--- config.mk ---
export PLATFORM = sky130hd
export DESIGN_NAME = fpmul_param_flat
export DESIGN_NICKNAME = d
export VERILOG_FILES = /design/src/rtl/fpmul_param_if.sv /design/src/rtl/fpmul_param.sv /design/src/flat_wrapper.sv
export SDC_FILE = /design/constraint.sdc
export NUM_CORES = 2
export LEC_CHECK = 0
export BUFFER_PORTS_ARGS = -buffer_cell sky130_fd_sc_hd__buf_2
export CORE_MARGIN = 2
export CORE_UTILIZATION = 60
export CTS_CLUSTER_DIAMETER = 100
export DETAILED_ROUTE_END_ITERATION = 10
export GPL_ROUTABILITY_DRIVEN = 0
export PLACE_DENSITY = 0.78
export SLEW_MARGIN = 10
export SYNTH_ARGS = -nofsm -noshare
export SYNTH_HDL_FRONTEND = slang
export SYNTH_SLANG_ARGS = --single-unit
--- constraint.sdc ---
create_clock -name clk -period 16.3 [get_ports clk]
set_clock_uncertainty 0.1 [all_clocks]
set_input_delay 2.445 -clock clk [delete_from_list [all_inputs] [get_ports clk]]
set_output_delay 2.445 -clock clk [all_outputs]
set_load 0.01 [all_outputs]
--- src/rtl/fpmul_param_if.sv ---
// fpmul_param_if: operand/result handshake bundle for fpmul_param.
// master = operand source / result consumer, slave = the multiplier.
interface fpmul_param_if #(
  parameter int EXP_W = 8,
  parameter int MAN_W = 23,
  parameter int W     = 1 + EXP_W + MAN_W
);
  logic         in_valid;
  logic         in_ready;
  logic [W-1:0] a;
  logic [W-1:0] b;
  logic         out_valid;
  logic         out_ready;
  logic [W-1:0] p;
  logic         nan_f;
  logic         inf_f;
  logic         zero_f;
  logic         of_f;
  logic         uf_f;

  modport master (
    output in_valid, a, b, out_ready,
    input  in_ready, out_valid, p, nan_f, inf_f, zero_f, of_f, uf_f
  );

  modport slave (
    input  in_valid, a, b, out_ready,
    output in_ready, out_valid, p, nan_f, inf_f, zero_f, of_f, uf_f
  );
endinterface

--- src/rtl/fpmul_param.sv ---
// fpmul_param: parametrised, self-sequenced floating-point multiplier.
// One operation at a time: IDLE -> CLASS -> MUL -> NORM -> RND -> DONE,
// or IDLE -> CLASS -> DONE for NaN/Inf/zero operands. Round-to-nearest-even,
// canonical NaN, denormal results flushed to signed zero.
// Optional feature macro: FPMUL_PARAM_DENORM_EN (denormal inputs honoured;
// without it denormal inputs are treated as signed zero).
module fpmul_param #(
  parameter int EXP_W = 8,
  parameter int MAN_W = 23,
  parameter int W     = 1 + EXP_W + MAN_W
) (
  input  logic         clk,
  input  logic         rst_n,
  fpmul_param_if.slave bus
);

  localparam int PW = 2 * MAN_W + 2;  // significand product width
  localparam int EW = EXP_W + 2;      // signed internal exponent width

  localparam logic signed [EW-1:0] BIAS   = EW'(2 ** (EXP_W - 1) - 1);
  localparam logic signed [EW-1:0] EMAX   = EW'(2 ** EXP_W - 1);
  localparam logic signed [EW-1:0] ONE_E  = EW'(1);
  localparam logic signed [EW-1:0] ZERO_E = '0;

  localparam logic [2:0] S_IDLE  = 3'd0;
  localparam logic [2:0] S_CLASS = 3'd1;
  localparam logic [2:0] S_MUL   = 3'd2;
  localparam logic [2:0] S_NORM  = 3'd3;
  localparam logic [2:0] S_RND   = 3'd4;
  localparam logic [2:0] S_DONE  = 3'd5;

  logic [2:0]             state;
  logic [W-1:0]           ra, rb;
  logic signed [EW-1:0]   ep;
  logic [PW-1:0]          prod;
  logic [W-1:0]           p_r;
  logic [4:0]             fl_r;  // {nan, inf, zero, of, uf}

  logic                   sgn;
  logic [EXP_W-1:0]       ea_f, eb_f;
  logic [MAN_W-1:0]       ma_f, mb_f;
  logic                   nan_a, nan_b, inf_a, inf_b, zero_a, zero_b;
  logic                   special;
  logic [W-1:0]           spec_p;
  logic [4:0]             spec_fl;
  logic [MAN_W:0]         sig_a, sig_b;
  logic [EW-1:0]          ea_eff, eb_eff;

  logic [MAN_W-1:0]       frac;
  logic                   g_bit, s_bit, inc, carry;
  logic [MAN_W-1:0]       man_r;
  logic signed [EW-1:0]   ep_r;
  logic [W-1:0]           rnd_p;
  logic [4:0]             rnd_fl;

  assign sgn  = ra[W-1] ^ rb[W-1];
  assign ea_f = ra[W-2:MAN_W];
  assign eb_f = rb[W-2:MAN_W];
  assign ma_f = ra[MAN_W-1:0];
  assign mb_f = rb[MAN_W-1:0];

  // Operand classification and the special-case result it implies.
  always_comb begin
    nan_a  = (&ea_f) & (|ma_f);
    nan_b  = (&eb_f) & (|mb_f);
    inf_a  = (&ea_f) & ~(|ma_f);
    inf_b  = (&eb_f) & ~(|mb_f);
`ifdef FPMUL_PARAM_DENORM_EN
    zero_a = ~(|ea_f) & ~(|ma_f);
    zero_b = ~(|eb_f) & ~(|mb_f);
`else
    zero_a = ~(|ea_f);
    zero_b = ~(|eb_f);
`endif
    special = nan_a | nan_b | inf_a | inf_b | zero_a | zero_b;
    spec_p  = '0;
    spec_fl = '0;
    if (nan_a | nan_b | (inf_a & zero_b) | (inf_b & zero_a)) begin
      spec_p  = {1'b0, {EXP_W{1'b1}}, 1'b1, {(MAN_W-1){1'b0}}};
      spec_fl = 5'b10000;
    end else if (inf_a | inf_b) begin
      spec_p  = {sgn, {EXP_W{1'b1}}, {MAN_W{1'b0}}};
      spec_fl = 5'b01000;
    end else begin
      spec_p  = {sgn, {(EXP_W+MAN_W){1'b0}}};
      spec_fl = 5'b00100;
    end
    // A zero exponent field means hidden bit 0 and effective exponent 1.
    sig_a  = {|ea_f, ma_f};
    sig_b  = {|eb_f, mb_f};
    ea_eff = {2'b00, ea_f[EXP_W-1:1], ea_f[0] | ~(|ea_f)};
    eb_eff = {2'b00, eb_f[EXP_W-1:1], eb_f[0] | ~(|eb_f)};
  end

`ifdef FPMUL_PARAM_DENORM_EN
  localparam int LZW = $clog2(PW);
  logic [LZW-1:0] lz;
  logic           lz_hit;

  // Leading-zero count of the product below the overflow bit.
  always_comb begin
    lz     = '0;
    lz_hit = 1'b0;
    for (int unsigned i = 0; i < PW - 1; i++) begin
      if (!lz_hit) begin
        if (prod[PW-2-i]) lz_hit = 1'b1;
        else              lz     = lz + 1'b1;
      end
    end
  end
`endif

  // Round-to-nearest-even on the normalised product and post-round exceptions.
  always_comb begin
    frac  = prod[PW-3:MAN_W];
    g_bit = prod[MAN_W-1];
    s_bit = |prod[MAN_W-2:0];
    inc   = g_bit & (s_bit | frac[0]);
    carry = inc & (&frac);
    man_r = frac + MAN_W'(inc);  // wraps to zero on carry, i.e. man = 1.0
    ep_r  = carry ? ep + ONE_E : ep;
    rnd_p  = {sgn, ep_r[EXP_W-1:0], man_r};
    rnd_fl = 5'b00000;
    if (ep_r >= EMAX) begin
      rnd_p  = {sgn, {EXP_W{1'b1}}, {MAN_W{1'b0}}};
      rnd_fl = 5'b01010;
    end else if (ep_r <= ZERO_E || !prod[PW-2]) begin
      rnd_p  = {sgn, {(EXP_W+MAN_W){1'b0}}};
      rnd_fl = 5'b00101;
    end
  end

  // Control FSM plus the operand, product and result registers it sequences.
  always_ff @(posedge clk or negedge rst_n) begin
    if (!rst_n) begin
      state <= S_IDLE;
      ra    <= '0;
      rb    <= '0;
      ep    <= '0;
      prod  <= '0;
      p_r   <= '0;
      fl_r  <= '0;
    end else begin
      case (state)
        S_IDLE: begin
          if (bus.in_valid) begin
            ra    <= bus.a;
            rb    <= bus.b;
            state <= S_CLASS;
          end
        end
        S_CLASS: begin
          if (special) begin
            p_r   <= spec_p;
            fl_r  <= spec_fl;
            state <= S_DONE;
          end else begin
            state <= S_MUL;
          end
        end
        S_MUL: begin
          ep    <= $signed(ea_eff + eb_eff) - BIAS;
          prod  <= PW'(sig_a) * PW'(sig_b);
          state <= S_NORM;
        end
        S_NORM: begin
          // Bit 0 only feeds sticky, so it is folded into bit 1 on the shift.
          if (prod[PW-1]) begin
            prod <= {1'b0, prod[PW-1:2], prod[1] | prod[0]};
            ep   <= ep + ONE_E;
          end
`ifdef FPMUL_PARAM_DENORM_EN
          else if (!prod[PW-2]) begin
            prod <= prod << lz;
            ep   <= ep - $signed(EW'(lz));
          end
`endif
          state <= S_RND;
        end
        S_RND: begin
          p_r   <= rnd_p;
          fl_r  <= rnd_fl;
          state <= S_DONE;
        end
        S_DONE: begin
          if (bus.out_ready) state <= S_IDLE;
        end
        default: state <= S_IDLE;
      endcase
    end
  end

  assign bus.in_ready  = (state == S_IDLE);
  assign bus.out_valid = (state == S_DONE);
  assign bus.p         = p_r;
  assign bus.nan_f     = fl_r[4];
  assign bus.inf_f     = fl_r[3];
  assign bus.zero_f    = fl_r[2];
  assign bus.of_f      = fl_r[1];
  assign bus.uf_f      = fl_r[0];

endmodule

--- src/flat_wrapper.sv ---
// flat-port wrapper written by rule: the top's interface ports become plain ports
module fpmul_param_flat 
#(
  parameter int EXP_W = 8,
  parameter int MAN_W = 23,
  parameter int W     = 1 + EXP_W + MAN_W
)
  (clk, rst_n, bus_in_valid, bus_a, bus_b, bus_out_ready, bus_in_ready, bus_out_valid, bus_p, bus_nan_f, bus_inf_f, bus_zero_f, bus_of_f, bus_uf_f);
  fpmul_param_if #(.EXP_W(EXP_W), .MAN_W(MAN_W), .W(W)) bus_i ();
  input  logic clk;
  input  logic rst_n;
  input wire logic [$bits(bus_i.in_valid)-1:0] bus_in_valid;
  input wire logic [$bits(bus_i.a)-1:0] bus_a;
  input wire logic [$bits(bus_i.b)-1:0] bus_b;
  input wire logic [$bits(bus_i.out_ready)-1:0] bus_out_ready;
  output wire logic [$bits(bus_i.in_ready)-1:0] bus_in_ready;
  output wire logic [$bits(bus_i.out_valid)-1:0] bus_out_valid;
  output wire logic [$bits(bus_i.p)-1:0] bus_p;
  output wire logic [$bits(bus_i.nan_f)-1:0] bus_nan_f;
  output wire logic [$bits(bus_i.inf_f)-1:0] bus_inf_f;
  output wire logic [$bits(bus_i.zero_f)-1:0] bus_zero_f;
  output wire logic [$bits(bus_i.of_f)-1:0] bus_of_f;
  output wire logic [$bits(bus_i.uf_f)-1:0] bus_uf_f;
  assign bus_i.in_valid = bus_in_valid;
  assign bus_i.a = bus_a;
  assign bus_i.b = bus_b;
  assign bus_i.out_ready = bus_out_ready;
  assign bus_in_ready = bus_i.in_ready;
  assign bus_out_valid = bus_i.out_valid;
  assign bus_p = bus_i.p;
  assign bus_nan_f = bus_i.nan_f;
  assign bus_inf_f = bus_i.inf_f;
  assign bus_zero_f = bus_i.zero_f;
  assign bus_of_f = bus_i.of_f;
  assign bus_uf_f = bus_i.uf_f;
  fpmul_param #(.EXP_W(EXP_W), .MAN_W(MAN_W), .W(W)) u_core (.clk(clk), .rst_n(rst_n), .bus(bus_i));
endmodule
==> summary.txt <==
DRT iter0 DRCs: 1538
Drc violations: 0
CTS buffer count: 17
Hold worst-path end: u_core.bus.p[6]$_DFFE_PN0P_
Main synth FF type: dfrtp_1
Routed len/inst: 19.6 µm
Total of max-cap violations: 0
Die X: 214 µm
Total number of vias: 20838
Synth async-reset ratio: 100%
Final hold viol count: 0
Initial Util: 60.5%
Mux cell area share after synthesis: 2.90%
Post-Synthesis Cells: 2934
CP Launch Type: flip-flop
WP data required: 16500 ps
Post-synth top area cell: fa_1
Post-route ant nets: 0
Worst R2R Start: u_core.rb[13]$_DFFE_PN0P_
Status: completed
Die Ht: 214 µm
Layout area overhead: 5.86%
Synthesized cell area: 26600 µm²
Via density: 5.90
Main combinational cell family by area after synthesis: adder cells
Port Buf Inserts: 106
Synth top area share: 36.4%
Worst Min Path Start: u_core.bus.p[6]$_DFFE_PN0P_
Vias in the first global route: 22557
Synthesized net count: 3670
Count of cells along the worst hold path: 2
Top cells by area, synth: fa_1 36%, dfrtp_1 15%, ha_1 8.7%, inv_1 7.5%, nand2_1 7.0%
Antenna violations before repair: 0
Least-Margin Pin Slew: 1270 ps
EDFF count, synth: 0
Fmax: 128 MHz
RSZ-0062 raised after global routing: false
Share of layout cells above drive strength 1: 9.12%
Flop and latch count out of synthesis: 162
Final period utilization: 47.9%
Netlist cell types: 70
Relative slew slack: 15.4%
CTS sink count: 162
Dominant cell by count in the synthesized netlist: inv_1
Largest net degree at the start of global routing: 103
GRT Util Overall: 31.2%
# H-tree levels: 4
Pre-antenna DRT Iters: 6
R2r worst-path depth: 24
Worst setup EP type: flip-flop
Simple logic cell fraction of the synthesized area: 16.6%
Post-synthesis sequential area ratio: 15.2%
Setup Crit Path Kind: flip-flop to flip-flop
Synth warn: 0
Rows: 77
Nets@finish: 3662
Final setup violating endpoints: 0
Critical path cell sequence: nand2_1, fa_1, inv_1, fa_1, inv_1, fa_1, inv_1, fa_1, inv_1, fa_1, fa_1, inv_1, fa_1, ha_1, a21o_1, a31oi_1, o211ai_1, a21oi_1, a21oi_1, o21ai_0, a31oi_1, a21oi_1, mux2i_1, a21oi_1
Die area: 46000 µm²
Final Max Slew Viols: 0
Post-synthesis compound-gate area fraction: 7.48%
Critical Path Slowest Stage Cell: dfrtp_1
Minimum clock period: 7810 ps
CP arrival: 8010 ps
Dpl hpwl: 52300 µm
Core footprint: 43900 µm²
RR Endpoint: u_core.prod[46]$_DFFE_PN0P_
Mean Syn Cell Area: 9.06 µm²
CTS max path bufs: 2
GRT overflow: 0
Top cells by count, synth: 529 x inv_1, 498 x nand2_1, 483 x fa_1, 216 x and2_1, 185 x ha_1
TNS Setup: 0 ps
Resize count post-CTS: 0
CTS Hold Buffers Added: 0
Clock root cell: clkbuf_16
R2R Setup Slk: 8490 ps
Critical Path Fanout Max: 26
Total wire length: 69300 µm
Clock Pin Slew Worst Setup and Hold Paths: 90 ps
IO Count: 107
First-pass GRT wire length: 114000 µm
Hold/Removal Path Class: flip-flop to flip-flop
Slowest stage delay, CP: 1100 ps
Synth Area in XOR/XNOR: 2.83%
Worst path most repeated cell: fa_1
Post-Synth Adder-Cell Area: 45.1%
Clk_lat worst skew: 470 ps
Post-CTS setup buffers: 0
Clock tree from TritonCTS: done
cell families after synthesis:
group / count (synthesis)
buffers and inverters: 698
flip-flops: 162
AND/OR/NAND/NOR: 928
AO/OA/AOI/OAI: 323
adder cells (fa/ha/maj): 668
multiplexers: 69
XOR/XNOR: 86
worst max-delay path, delay by kind of cell, from the launching register on:
kind,cells,cell delay (ps)
flops,1,1100
fa+ha+maj,8,3900
buf+inv,5,270
compound gates,9,1850
simple gates,1,200
mux,1,200
routing by layer:
layer	global-route usage, %	share of wire, %	up-vias
met5	0	0	-
met4	15.3	5.2	0
met3	5.63	7.7	268
met2	53.5	50	1002
met1	38.2	37	10559
li1	-	-	9009
registers in the layout (all words and copies together) (netlist names):
signal,flops
u_core.prod,48
u_core.bus.p,32
u_core.ra,32
u_core.rb,32
u_core.ep,10
u_core.fl_r,5
u_core.state,3
how the worst max path moves through the flow:
stage                                   to  slack, ps                 startpoint
3_3_place_gp   u_core.prod[47]$_DFFE_PN0P_       8750   u_core.ra[5]$_DFFE_PN0P_
6_report       u_core.prod[46]$_DFFE_PN0P_       8490  u_core.rb[13]$_DFFE_PN0P_
2_1_floorplan  u_core.prod[47]$_DFFE_PN0P_       9290  u_core.ra[29]$_DFFE_PN0P_
5_1_grt        u_core.prod[46]$_DFFE_PN0P_       8120  u_core.ra[20]$_DFFE_PN0P_
4_1_cts        u_core.prod[46]$_DFFE_PN0P_       8570  u_core.ra[20]$_DFFE_PN0P_
3_5_place_dp   u_core.prod[46]$_DFFE_PN0P_       8640  u_core.ra[20]$_DFFE_PN0P_
metrics by stage:
| step | hold WS (ps) | std cells | setup slack (ps) | cell area [µm²] | utilization (%) |
|---|---|---|---|---|---|
| 4_1_cts | 389 | 3531 | 8570 | 28100 | 64.0 |
| 2_1_floorplan | 372 | 2934 | 9290 | 26600 | - |
| 5_1_grt | 404 | 3531 | 8120 | 28100 | 64.0 |
| 6_report | 386 | 3533 | 8490 | 28100 | 64.1 |
| 3_5_place_dp | 371 | 3499 | 8640 | 27500 | 62.6 |
| 3_3_place_gp | 361 | 3499 | 8750 | 27500 | 62.6 |
placed cells by master, fill, tap and decap left out, types with 4 or more instances in the layout:
cell type	synthesis	routed
a31oi_1	20	20
buf_4	0	36
inv_1	529	529
fa_1	483	483
o221ai_1	5	5
mux2_2	64	64
a21o_1	28	28
o21ai_1	25	24
xnor2_1	49	49
and2_1	216	215
nor3_1	19	19
o211ai_1	13	13
nor4_1	22	22
o22ai_1	17	17
xor2_1	37	37
a21oi_1	96	96
clkbuf_16	0	17
nor2b_1	5	5
nand4_1	19	19
or3_1	16	16
nand3_1	17	17
nand2b_1	9	9
o21ai_0	73	73
dfrtp_1	162	162
o21bai_1	7	7
and3_1	12	12
buf_2	6	105
nand2_1	498	498
nor3b_1	4	4
or2_2	5	5
ha_1	185	185
nor2_1	69	67
o21a_1	7	7
mux2i_1	5	5
layout make-up:
cell class / instances / area [µm²]
multi-input combinational: 2074 / 19900
tap: 592 / 741
clock buffer: 17 / 425
antenna: 2 / 5.00
timing repair buffer: 142 / 807
inverter: 529 / 1990
fill: 3530 / 15800
sequential: 162 / 4050
clock inverter: 15 / 198
Power is left out: the tool's default activity adds up to more than one toggle a clock period on the data nets, which glitch-free logic cannot reach.
